`src/rtl/rename_multi_if.sv`:
```
// Shared uop / reservation-station cell types and the decode-to-dispatch bus.
// Field widths follow the default PRF (32 regs) and ROB (16 entries) sizing.
package rename_multi_pkg;
    localparam int unsigned REG_IDX_W       = 5;
    localparam int unsigned ROB_TAG_W       = 4;
    localparam int unsigned RES_ST_OP_WIDTH = 8;

    typedef struct packed {
        logic [3:0] fu_op;
        logic [3:0] optype;
    } uop_ic_t;

    typedef struct packed {
        logic [31:0]          pc;
        logic [31:0]          imm;
        logic                 imm_valid;
        logic [REG_IDX_W-1:0] rd;
        logic                 rd_valid;
        logic [REG_IDX_W-1:0] rs1;
        logic [REG_IDX_W-1:0] rs2;
        uop_ic_t              uop_ic;
    } uop_t;

    typedef struct packed {
        logic                       busy;
        logic [RES_ST_OP_WIDTH-1:0] op;
        logic [31:0]                vj;
        logic [31:0]                vk;
        logic                       qj_valid;
        logic [ROB_TAG_W-1:0]       qj;
        logic                       qk_valid;
        logic [ROB_TAG_W-1:0]       qk;
        logic [31:0]                a;
        logic [31:0]                pc;
        logic [ROB_TAG_W-1:0]       rob_addr;
        logic [REG_IDX_W-1:0]       dest;
    } res_st_cell_t;
endpackage

interface rename_multi_if #(
    parameter int unsigned RS_COUNT = 2,
    parameter int unsigned RS_DEPTH = 8,
    localparam int unsigned SEL_W  = (RS_COUNT > 1) ? $clog2(RS_COUNT) : 1,
    localparam int unsigned SLOT_W = $clog2(RS_DEPTH)
);
    rename_multi_pkg::uop_t         uop_in;
    logic [SEL_W-1:0]               uop_rs_sel_in;
    logic                           uop_ready_out;
    logic [RS_COUNT-1:0]            res_st_wr_en_out;
    logic [SLOT_W-1:0]              res_st_wr_addr_out;
    rename_multi_pkg::res_st_cell_t res_st_data_out;

    modport master (
        output uop_in, uop_rs_sel_in,
        input  uop_ready_out, res_st_wr_en_out, res_st_wr_addr_out, res_st_data_out
    );

    modport slave (
        input  uop_in, uop_rs_sel_in,
        output uop_ready_out, res_st_wr_en_out, res_st_wr_addr_out, res_st_data_out
    );
endinterface

```
`src/rtl/rename_multi.sv`:
```
// Rename stage: one uop per cycle against a ROB-tag table, dispatched into one
// of RS_COUNT reservation stations with per-station free-slot bitmaps.
module rename_multi #(
    parameter int unsigned RS_COUNT  = 2,
    parameter int unsigned RS_DEPTH  = 8,
    parameter int unsigned ROB_DEPTH = 2 ** rename_multi_pkg::ROB_TAG_W,
    parameter int unsigned PRF_DEPTH = 2 ** rename_multi_pkg::REG_IDX_W,
    localparam int unsigned ROB_AW = $clog2(ROB_DEPTH),
    localparam int unsigned PRF_AW = $clog2(PRF_DEPTH),
    localparam int unsigned SLOT_W = $clog2(RS_DEPTH)
) (
    input  logic                       clk,
    input  logic                       rst,
    rename_multi_if.slave              bus,
    output logic [PRF_AW-1:0]          phy_rf_rs1_addr_out,
    output logic [PRF_AW-1:0]          phy_rf_rs2_addr_out,
    input  logic [31:0]                phy_rf_rs1_data_in,
    input  logic [31:0]                phy_rf_rs2_data_in,
    input  logic [RS_COUNT-1:0]        res_st_release_in,
    input  logic [RS_COUNT*SLOT_W-1:0] res_st_release_addr_in,
    input  logic [ROB_AW-1:0]          rob_tail_ptr,
    input  logic                       rob_full_in,
    output logic                       rob_incr_tail_ptr,
    input  logic                       cdb_valid_in,
    input  logic [ROB_AW-1:0]          cdb_rob_addr_in,
    input  logic [31:0]                cdb_data_in,
    input  logic                       flush_in
);
    typedef struct packed {
        logic              q_valid;
        logic [ROB_AW-1:0] q;
        logic [31:0]       v;
    } operand_t;

    logic [PRF_DEPTH-1:0][ROB_AW-1:0]  tag;
    logic [PRF_DEPTH-1:0]              tv;
    logic [RS_COUNT-1:0][RS_DEPTH-1:0] free;
    logic [RS_COUNT-1:0][RS_DEPTH-1:0] free_nxt;

    logic              uop_valid;
    logic              sel_ok;
    logic              accept;
    logic [RS_DEPTH-1:0] free_sel;
    logic [SLOT_W-1:0] alloc_addr;
    logic              alloc_found;
    operand_t          opj;
    operand_t          opk;

    function automatic operand_t resolve(
        input logic [PRF_AW-1:0] rs,
        input logic              pending,
        input logic [ROB_AW-1:0] ptag,
        input logic [31:0]       rf_data,
        input logic              cdb_v,
        input logic [ROB_AW-1:0] cdb_tag,
        input logic [31:0]       cdb_data
    );
        operand_t o;
        o = '0;
        if (rs == '0) begin
            o = '0;
        end else if (pending && cdb_v && (cdb_tag == ptag)) begin
            o.v = cdb_data;
        end else if (pending) begin
            o.q_valid = 1'b1;
            o.q       = ptag;
        end else begin
            o.v = rf_data;
        end
        return o;
    endfunction

    assign uop_valid           = bus.uop_in.uop_ic.optype[0];
    assign sel_ok              = 32'(bus.uop_rs_sel_in) < RS_COUNT;
    assign phy_rf_rs1_addr_out = bus.uop_in.rs1;
    assign phy_rf_rs2_addr_out = bus.uop_in.rs2;

    always_comb begin
        free_sel = '0;
        if (sel_ok) begin
            free_sel = free[bus.uop_rs_sel_in];
        end
    end

    // Lowest free slot of the selected station.
    always_comb begin
        alloc_addr  = '0;
        alloc_found = 1'b0;
        for (int unsigned i = 0; i < RS_DEPTH; i++) begin
            if (free_sel[i] && !alloc_found) begin
                alloc_addr  = SLOT_W'(i);
                alloc_found = 1'b1;
            end
        end
    end

    assign bus.uop_ready_out = rst & ~flush_in & ~rob_full_in & alloc_found;
    assign accept            = uop_valid & bus.uop_ready_out;
    assign rob_incr_tail_ptr = accept;
    assign bus.res_st_wr_addr_out = alloc_addr;

    always_comb begin
        bus.res_st_wr_en_out = '0;
        if (accept) begin
            bus.res_st_wr_en_out[bus.uop_rs_sel_in] = 1'b1;
        end
    end

    always_comb begin
        opj = resolve(bus.uop_in.rs1, tv[bus.uop_in.rs1], tag[bus.uop_in.rs1],
                      phy_rf_rs1_data_in, cdb_valid_in, cdb_rob_addr_in, cdb_data_in);
        opk = resolve(bus.uop_in.rs2, tv[bus.uop_in.rs2], tag[bus.uop_in.rs2],
                      phy_rf_rs2_data_in, cdb_valid_in, cdb_rob_addr_in, cdb_data_in);
    end

    always_comb begin
        bus.res_st_data_out          = '0;
        bus.res_st_data_out.busy     = 1'b1;
        bus.res_st_data_out.op       = bus.uop_in[rename_multi_pkg::RES_ST_OP_WIDTH-1:0];
        bus.res_st_data_out.vj       = opj.v;
        bus.res_st_data_out.vk       = opk.v;
        bus.res_st_data_out.qj_valid = opj.q_valid;
        bus.res_st_data_out.qj       = opj.q;
        bus.res_st_data_out.qk_valid = opk.q_valid;
        bus.res_st_data_out.qk       = opk.q;
        bus.res_st_data_out.a        = bus.uop_in.imm_valid ? bus.uop_in.imm : '0;
        bus.res_st_data_out.pc       = bus.uop_in.pc;
        bus.res_st_data_out.rob_addr = rob_tail_ptr;
        bus.res_st_data_out.dest     = bus.uop_in.rd_valid ? bus.uop_in.rd : '0;
    end

    // CDB clears come first so a same-cycle rename of that register wins.
    always_ff @(posedge clk or negedge rst) begin
        if (!rst) begin
            tv  <= '0;
            tag <= '0;
        end else if (flush_in) begin
            tv <= '0;
        end else begin
            for (int unsigned r = 0; r < PRF_DEPTH; r++) begin
                if (cdb_valid_in && tv[r] && (tag[r] == cdb_rob_addr_in)) begin
                    tv[r] <= 1'b0;
                end
            end
            if (accept && bus.uop_in.rd_valid && (bus.uop_in.rd != '0)) begin
                tag[bus.uop_in.rd] <= rob_tail_ptr;
                tv[bus.uop_in.rd]  <= 1'b1;
            end
        end
    end

    always_comb begin
        free_nxt = free;
        for (int unsigned s = 0; s < RS_COUNT; s++) begin
            if (res_st_release_in[s]) begin
                free_nxt[s][res_st_release_addr_in[s*SLOT_W +: SLOT_W]] = 1'b1;
            end
        end
        if (accept) begin
            free_nxt[bus.uop_rs_sel_in][alloc_addr] = 1'b0;
        end
    end

    always_ff @(posedge clk or negedge rst) begin
        if (!rst) begin
            free <= '1;
        end else if (flush_in) begin
            free <= '1;
        end else begin
            free <= free_nxt;
        end
    end
endmodule
```
`src/flat_wrapper.sv`:
```
// flat-port wrapper written by rule: the top's interface ports become plain ports
module rename_multi_flat 
#(
    parameter int unsigned RS_COUNT  = 2,
    parameter int unsigned RS_DEPTH  = 8,
    parameter int unsigned ROB_DEPTH = 2 ** rename_multi_pkg::ROB_TAG_W,
    parameter int unsigned PRF_DEPTH = 2 ** rename_multi_pkg::REG_IDX_W,
    localparam int unsigned ROB_AW = $clog2(ROB_DEPTH),
    localparam int unsigned PRF_AW = $clog2(PRF_DEPTH),
    localparam int unsigned SLOT_W = $clog2(RS_DEPTH)
)
  (clk, rst, phy_rf_rs1_addr_out, phy_rf_rs2_addr_out, phy_rf_rs1_data_in, phy_rf_rs2_data_in, res_st_release_in, res_st_release_addr_in, rob_tail_ptr, rob_full_in, rob_incr_tail_ptr, cdb_valid_in, cdb_rob_addr_in, cdb_data_in, flush_in, bus_uop_in, bus_uop_rs_sel_in, bus_uop_ready_out, bus_res_st_wr_en_out, bus_res_st_wr_addr_out, bus_res_st_data_out);
  rename_multi_if #(.RS_COUNT(RS_COUNT), .RS_DEPTH(RS_DEPTH)) bus_i ();
  input  logic clk;
  input  logic rst;
  output logic [PRF_AW-1:0] phy_rf_rs1_addr_out;
  output logic [PRF_AW-1:0] phy_rf_rs2_addr_out;
  input  logic [31:0] phy_rf_rs1_data_in;
  input  logic [31:0] phy_rf_rs2_data_in;
  input  logic [RS_COUNT-1:0] res_st_release_in;
  input  logic [RS_COUNT*SLOT_W-1:0] res_st_release_addr_in;
  input  logic [ROB_AW-1:0] rob_tail_ptr;
  input  logic rob_full_in;
  output logic rob_incr_tail_ptr;
  input  logic cdb_valid_in;
  input  logic [ROB_AW-1:0] cdb_rob_addr_in;
  input  logic [31:0] cdb_data_in;
  input  logic flush_in;
  input wire logic [$bits(bus_i.uop_in)-1:0] bus_uop_in;
  input wire logic [$bits(bus_i.uop_rs_sel_in)-1:0] bus_uop_rs_sel_in;
  output wire logic [$bits(bus_i.uop_ready_out)-1:0] bus_uop_ready_out;
  output wire logic [$bits(bus_i.res_st_wr_en_out)-1:0] bus_res_st_wr_en_out;
  output wire logic [$bits(bus_i.res_st_wr_addr_out)-1:0] bus_res_st_wr_addr_out;
  output wire logic [$bits(bus_i.res_st_data_out)-1:0] bus_res_st_data_out;
  assign bus_i.uop_in = bus_uop_in;
  assign bus_i.uop_rs_sel_in = bus_uop_rs_sel_in;
  assign bus_uop_ready_out = bus_i.uop_ready_out;
  assign bus_res_st_wr_en_out = bus_i.res_st_wr_en_out;
  assign bus_res_st_wr_addr_out = bus_i.res_st_wr_addr_out;
  assign bus_res_st_data_out = bus_i.res_st_data_out;
  rename_multi #(.RS_COUNT(RS_COUNT), .RS_DEPTH(RS_DEPTH), .ROB_DEPTH(ROB_DEPTH), .PRF_DEPTH(PRF_DEPTH)) u_core (.clk(clk), .rst(rst), .bus(bus_i), .phy_rf_rs1_addr_out(phy_rf_rs1_addr_out), .phy_rf_rs2_addr_out(phy_rf_rs2_addr_out), .phy_rf_rs1_data_in(phy_rf_rs1_data_in), .phy_rf_rs2_data_in(phy_rf_rs2_data_in), .res_st_release_in(res_st_release_in), .res_st_release_addr_in(res_st_release_addr_in), .rob_tail_ptr(rob_tail_ptr), .rob_full_in(rob_full_in), .rob_incr_tail_ptr(rob_incr_tail_ptr), .cdb_valid_in(cdb_valid_in), .cdb_rob_addr_in(cdb_rob_addr_in), .cdb_data_in(cdb_data_in), .flush_in(flush_in));
endmodule
```
`config.mk`:
```
export PLATFORM = sky130hd
export DESIGN_NAME = rename_multi_flat
export DESIGN_NICKNAME = d
export VERILOG_FILES = /design/src/rtl/rename_multi_if.sv /design/src/rtl/rename_multi.sv /design/src/flat_wrapper.sv
export SDC_FILE = /design/constraint.sdc
export NUM_CORES = 1
export LEC_CHECK = 0
export BUFFER_PORTS_ARGS = -buffer_cell sky130_fd_sc_hd__buf_4
export CAP_MARGIN = 40
export CELL_PAD_IN_SITES_DETAIL_PLACEMENT = 1
export CELL_PAD_IN_SITES_GLOBAL_PLACEMENT = 1
export CORE_MARGIN = 4
export CORE_UTILIZATION = 35
export CTS_BUF_LIST = sky130_fd_sc_hd__clkbuf_4 sky130_fd_sc_hd__clkbuf_8
export CTS_CLUSTER_DIAMETER = 60
export DETAILED_ROUTE_END_ITERATION = 7
export PLACE_DENSITY = 0.7
export SLEW_MARGIN = 10
export SYNTH_ARGS = -nofsm -noshare
export SYNTH_HDL_FRONTEND = slang
export SYNTH_SLANG_ARGS = --single-unit
```
`constraint.sdc`:
```
create_clock -name clk -period 4.6 [get_ports clk]
set_input_delay 1.15 -clock clk [delete_from_list [all_inputs] [get_ports clk]]
set_output_delay 1.15 -clock clk [all_outputs]
set_load 0.02 [all_outputs]
```
==> impl_metrics.csv <==
group,metric,value,unit
drt,vias,12400,
drt,avgViaCountPerCell,5.88,
drt,drt_wl_total,60200,um
power_and_ir_drop,total_power,3.94,mW
setup_path,critPathTopFamily,"multiplexers",
drt,drtAntennaViolNets,0,
synthesis,ys_types,72,
synthesis,synthTopCellsByCount,"dfrtp_1, mux2_2, nand2_1",
clock_tree,cts_sinks,176,
min_path,hold_start,"u_core.tag[0]",
setup_path,reg2reg_depth,7,
sta,slew_viol_final,0,
floorplanning,rows,71,
setup_path,slowest_stage,"mux4_2",
sta,slew_headroom,38.1,%
place,io_buffers,300,
sta,fin_crit_sh,104,%
setup_path,cp.required,3.45,ns
clock_tree,htree_levels,4,
synthesis,synth.cell_area,0.0133,mm^2
synthesis,ys_seq_area_share,33.3,%
clock_tree,cts_made_buffers,17,
power_and_ir_drop,power_density,219,mW/mm^2
sta,finalHoldViolations,0,
setup_path,r2r-start,"u_core.free[12]",
place,dpl.hpwl,46000,um
synthesis,synthCells,1284,
synthesis,synthTopCellsByArea,"dfrtp_1, mux2_2, mux4_2",
clock_tree,ctsHoldBuffers,0,
sta,hold_ws,0.475,ns
drt,wl_per_cell,28.7,um
global_route,gr-usage-met3,7.41,%
synthesis,synth.top_cell.area_share,30.1,%
setup_path,cp_num_buf_inv,4,
global_route,grt_usage,27.6,%
global_route,grt_use_met2,47.4,%
synthesis,async_flop_share,100,%
status,status,"finished, violations left",
status,violations,"negative setup slack",
run,drv_cap,0,
setup_path,critPathLaunch,"bus_uop_in[8]",
setup_path,path_max_fanout,9,
synthesis,synth_top_area_cell,"dfrtp_1",
synthesis,syn_avg_cell_area,10.4,um^2
setup_path,worstPathCellList,"buf_16 > mux4_2 > a22o_1 > nor4b_2 > buf_4 > nor2_2 > mux2i_2 > nand3_4 > buf_12 > o31ai_4 > buf_6",
synthesis,ys_warn_count,0,
sta,tightest_slew,0.925,ns
cells_and_area,fillers,4116,
synthesis,synth_nets,1491,
min_path,min_to,"u_core.tag[0]",
sta,fin_crit,4.78,ns
cells_and_area,stdcell_area,0.0180,mm^2
floorplanning,start_util,35.4,%
clock_tree,cts_tree,"done",
clock_tree,clockBufferDepth,2,
floorplanning,io_pins,380,
clock_tree,clk_pin_slew,0.11,ns
global_route,top_usage_layer,"met2",
global_route,grt_pass1_wl,86000,um
sta,finalClockSkew,0.0298,ns
sta,fmax,209,MHz
global_route,use_met1,33.0,%
drt,drt_iter0_markers,1101,
synthesis,ys_ff_latch,176,
drt,drc,0,
synthesis,ys.flop_type,"dfrtp_1",
min_path,hp-class,"reg2reg",
min_path,hold_depth,0,
place,routabilityCongestion,0.958,
cells_and_area,syn_to_final_growth,35.2,%
global_route,grt.overflow.total,0,
floorplanning,die_h,203,um
setup_path,startpoint_type,"primary input",
drt,dr.pass1.iters,7,
setup_path,end_kind,"output port",
setup_path,critical_path_arrival,3.63,ns
sta,rsz0062_at_grt,"yes",
cells_and_area,nets,1776,
cells_and_area,postLayoutCoreUtil,47.8,%
clock_tree,clock_latency,0.50,ns
floorplanning,core,0.0376,mm^2
sta,setup_violations,73,
place,dp_slack,-0.678,ns
global_route,grt_max_degree,63,
global_route,antenna_found_initial,8,
place,detailed_place.area,0.0162,mm^2
setup_path,cp_slowest_stage_delay,0.49,ns
floorplanning,die-area,0.0412,mm^2
global_route,grt_pass1_vias,12800,
clock_tree,cts_root_buf,"clkbuf_8",
power_and_ir_drop,ir_worst_vdd,0.178,mV
setup_path,criticalPathCategory,"in2out",
setup_path,r2r_end,"u_core.tag[115]",
synthesis,yosysMostFrequentCell,"dfrtp_1",
sta,fin_ws,-0.176,ns
power_and_ir_drop,p_leak,8.30,nW
floorplanning,die_x,203,um
cells_and_area,drive_gt1_share,47.3,%
setup_path,r2r_slack,1.11,ns
synthesis,synth_edf_count,0,
## registers in the layout, indices dropped and copies added, names as in the netlist
register	count
u_core.tag	128
u_core.tv	32
u_core.free	16
## power by group
| group | switching [mW] | leakage [nW] | internal (mW) |
|---|---|---|---|
| clock | 0.628 | 0.190 | 0.474 |
| sequential | 0.0266 | 2.40 | 1.56 |
| combinational | 0.683 | 5.71 | 0.560 |
## per-layer routing
| layer | routed length [um] | share of wire [%] |
|---|---|---|
| met1 | 22500 | 37 |
| met2 | 30400 | 51 |
| met3 | 5040 | 8.4 |
| met4 | 2220 | 3.7 |
| met5 | 40 | 0.066 |
## kinds of logic after synthesis
| kind of cell | share of synthesized area [%] |
|---|---|
| mux | 24.7 |
| simple gates | 13.4 |
| flops | 33.3 |
| buf+inv | 7.63 |
| compound gates | 12.4 |
| xor+xnor | 8.63 |
| other cells | 0.0282 |
## worst reg2reg max path, delay by kind of cell, from the launching register on
| family | cells | cell delay [ns] |
|---|---|---|
| compound gates | 2 | 0.83 |
| flops | 1 | 0.56 |
| mux | 1 | 0.41 |
| simple gates | 4 | 1.58 |
## worst max path at each step
| stage | endpoint | slack, ns | cells after the start |
|---|---|---|---|
| 2_1_floorplan | bus_res_st_data_out[100] | -0.16 | 10 |
| 3_3_place_gp | bus_res_st_data_out[122] | -0.63 | 10 |
| 3_5_place_dp | bus_res_st_data_out[122] | -0.68 | 10 |
| 4_1_cts | bus_res_st_data_out[140] | -0.13 | 11 |
| 5_1_grt | bus_res_st_data_out[112] | -0.26 | 11 |
| 6_report | bus_res_st_data_out[112] | -0.18 | 11 |
## cells in the final DEF (no fill, tap or decap), types with 5 or more instances in the layout
master	netlist	final
buf_6	13	68
buf_16	0	6
inv_1	16	16
a31o_2	8	8
mux4_2	44	46
dfstp_2	16	16
a32o_1	24	24
nor2_1	32	31
nand2b_1	7	7
o31ai_4	0	32
buf_8	0	7
a31oi_1	7	7
nand3_1	40	40
a211o_1	6	6
mux2_2	131	129
diode_2	0	9
dfrtp_1	160	160
nor2b_1	20	16
a22oi_1	13	11
nand4_1	7	7
nor3_1	43	42
mux2i_1	71	69
a22o_1	39	27
nand2_1	119	119
o221ai_1	8	6
clkbuf_8	0	19
buf_12	1	12
and2_1	43	42
xnor2_1	35	35
o22ai_1	9	9
a22o_4	0	12
or2_2	5	5
buf_4	60	328
xor2_1	96	95
o21ai_0	15	12
## through the flow
step	setup TNS, ns	std cells
2_1_floorplan	-4.29	1284
3_3_place_gp	-26.10	2037
3_5_place_dp	-30.84	2044
4_1_cts	-4.78	2091
5_1_grt	-14.08	2102
6_report	-8.26	2102
## timing repair
item / 4_1_cts / 5_1_grt
gates cloned: 5 / 7
buffers inserted: 10 / 2
gates resized for setup: 127 / 84
endpoints found under the setup margin: 74 / 73
pin swaps: 25 / 38
## area by class of cell
| cell class | count | area [um^2] | area share (%) |
|---|---|---|---|
| tap | 511 | 639 | 3.56 |
| clock inverter | 11 | 106 | 0.592 |
| multi-input combinational | 933 | 8610 | 47.9 |
| inverter | 16 | 60.1 | 0.334 |
| sequential | 176 | 4420 | 24.6 |
| clock buffer | 21 | 277 | 1.54 |
| antenna | 9 | 22.5 | 0.125 |
| timing repair buffer | 425 | 3840 | 21.4 |
No activity file was read; power rests on OpenSTA's default activity.
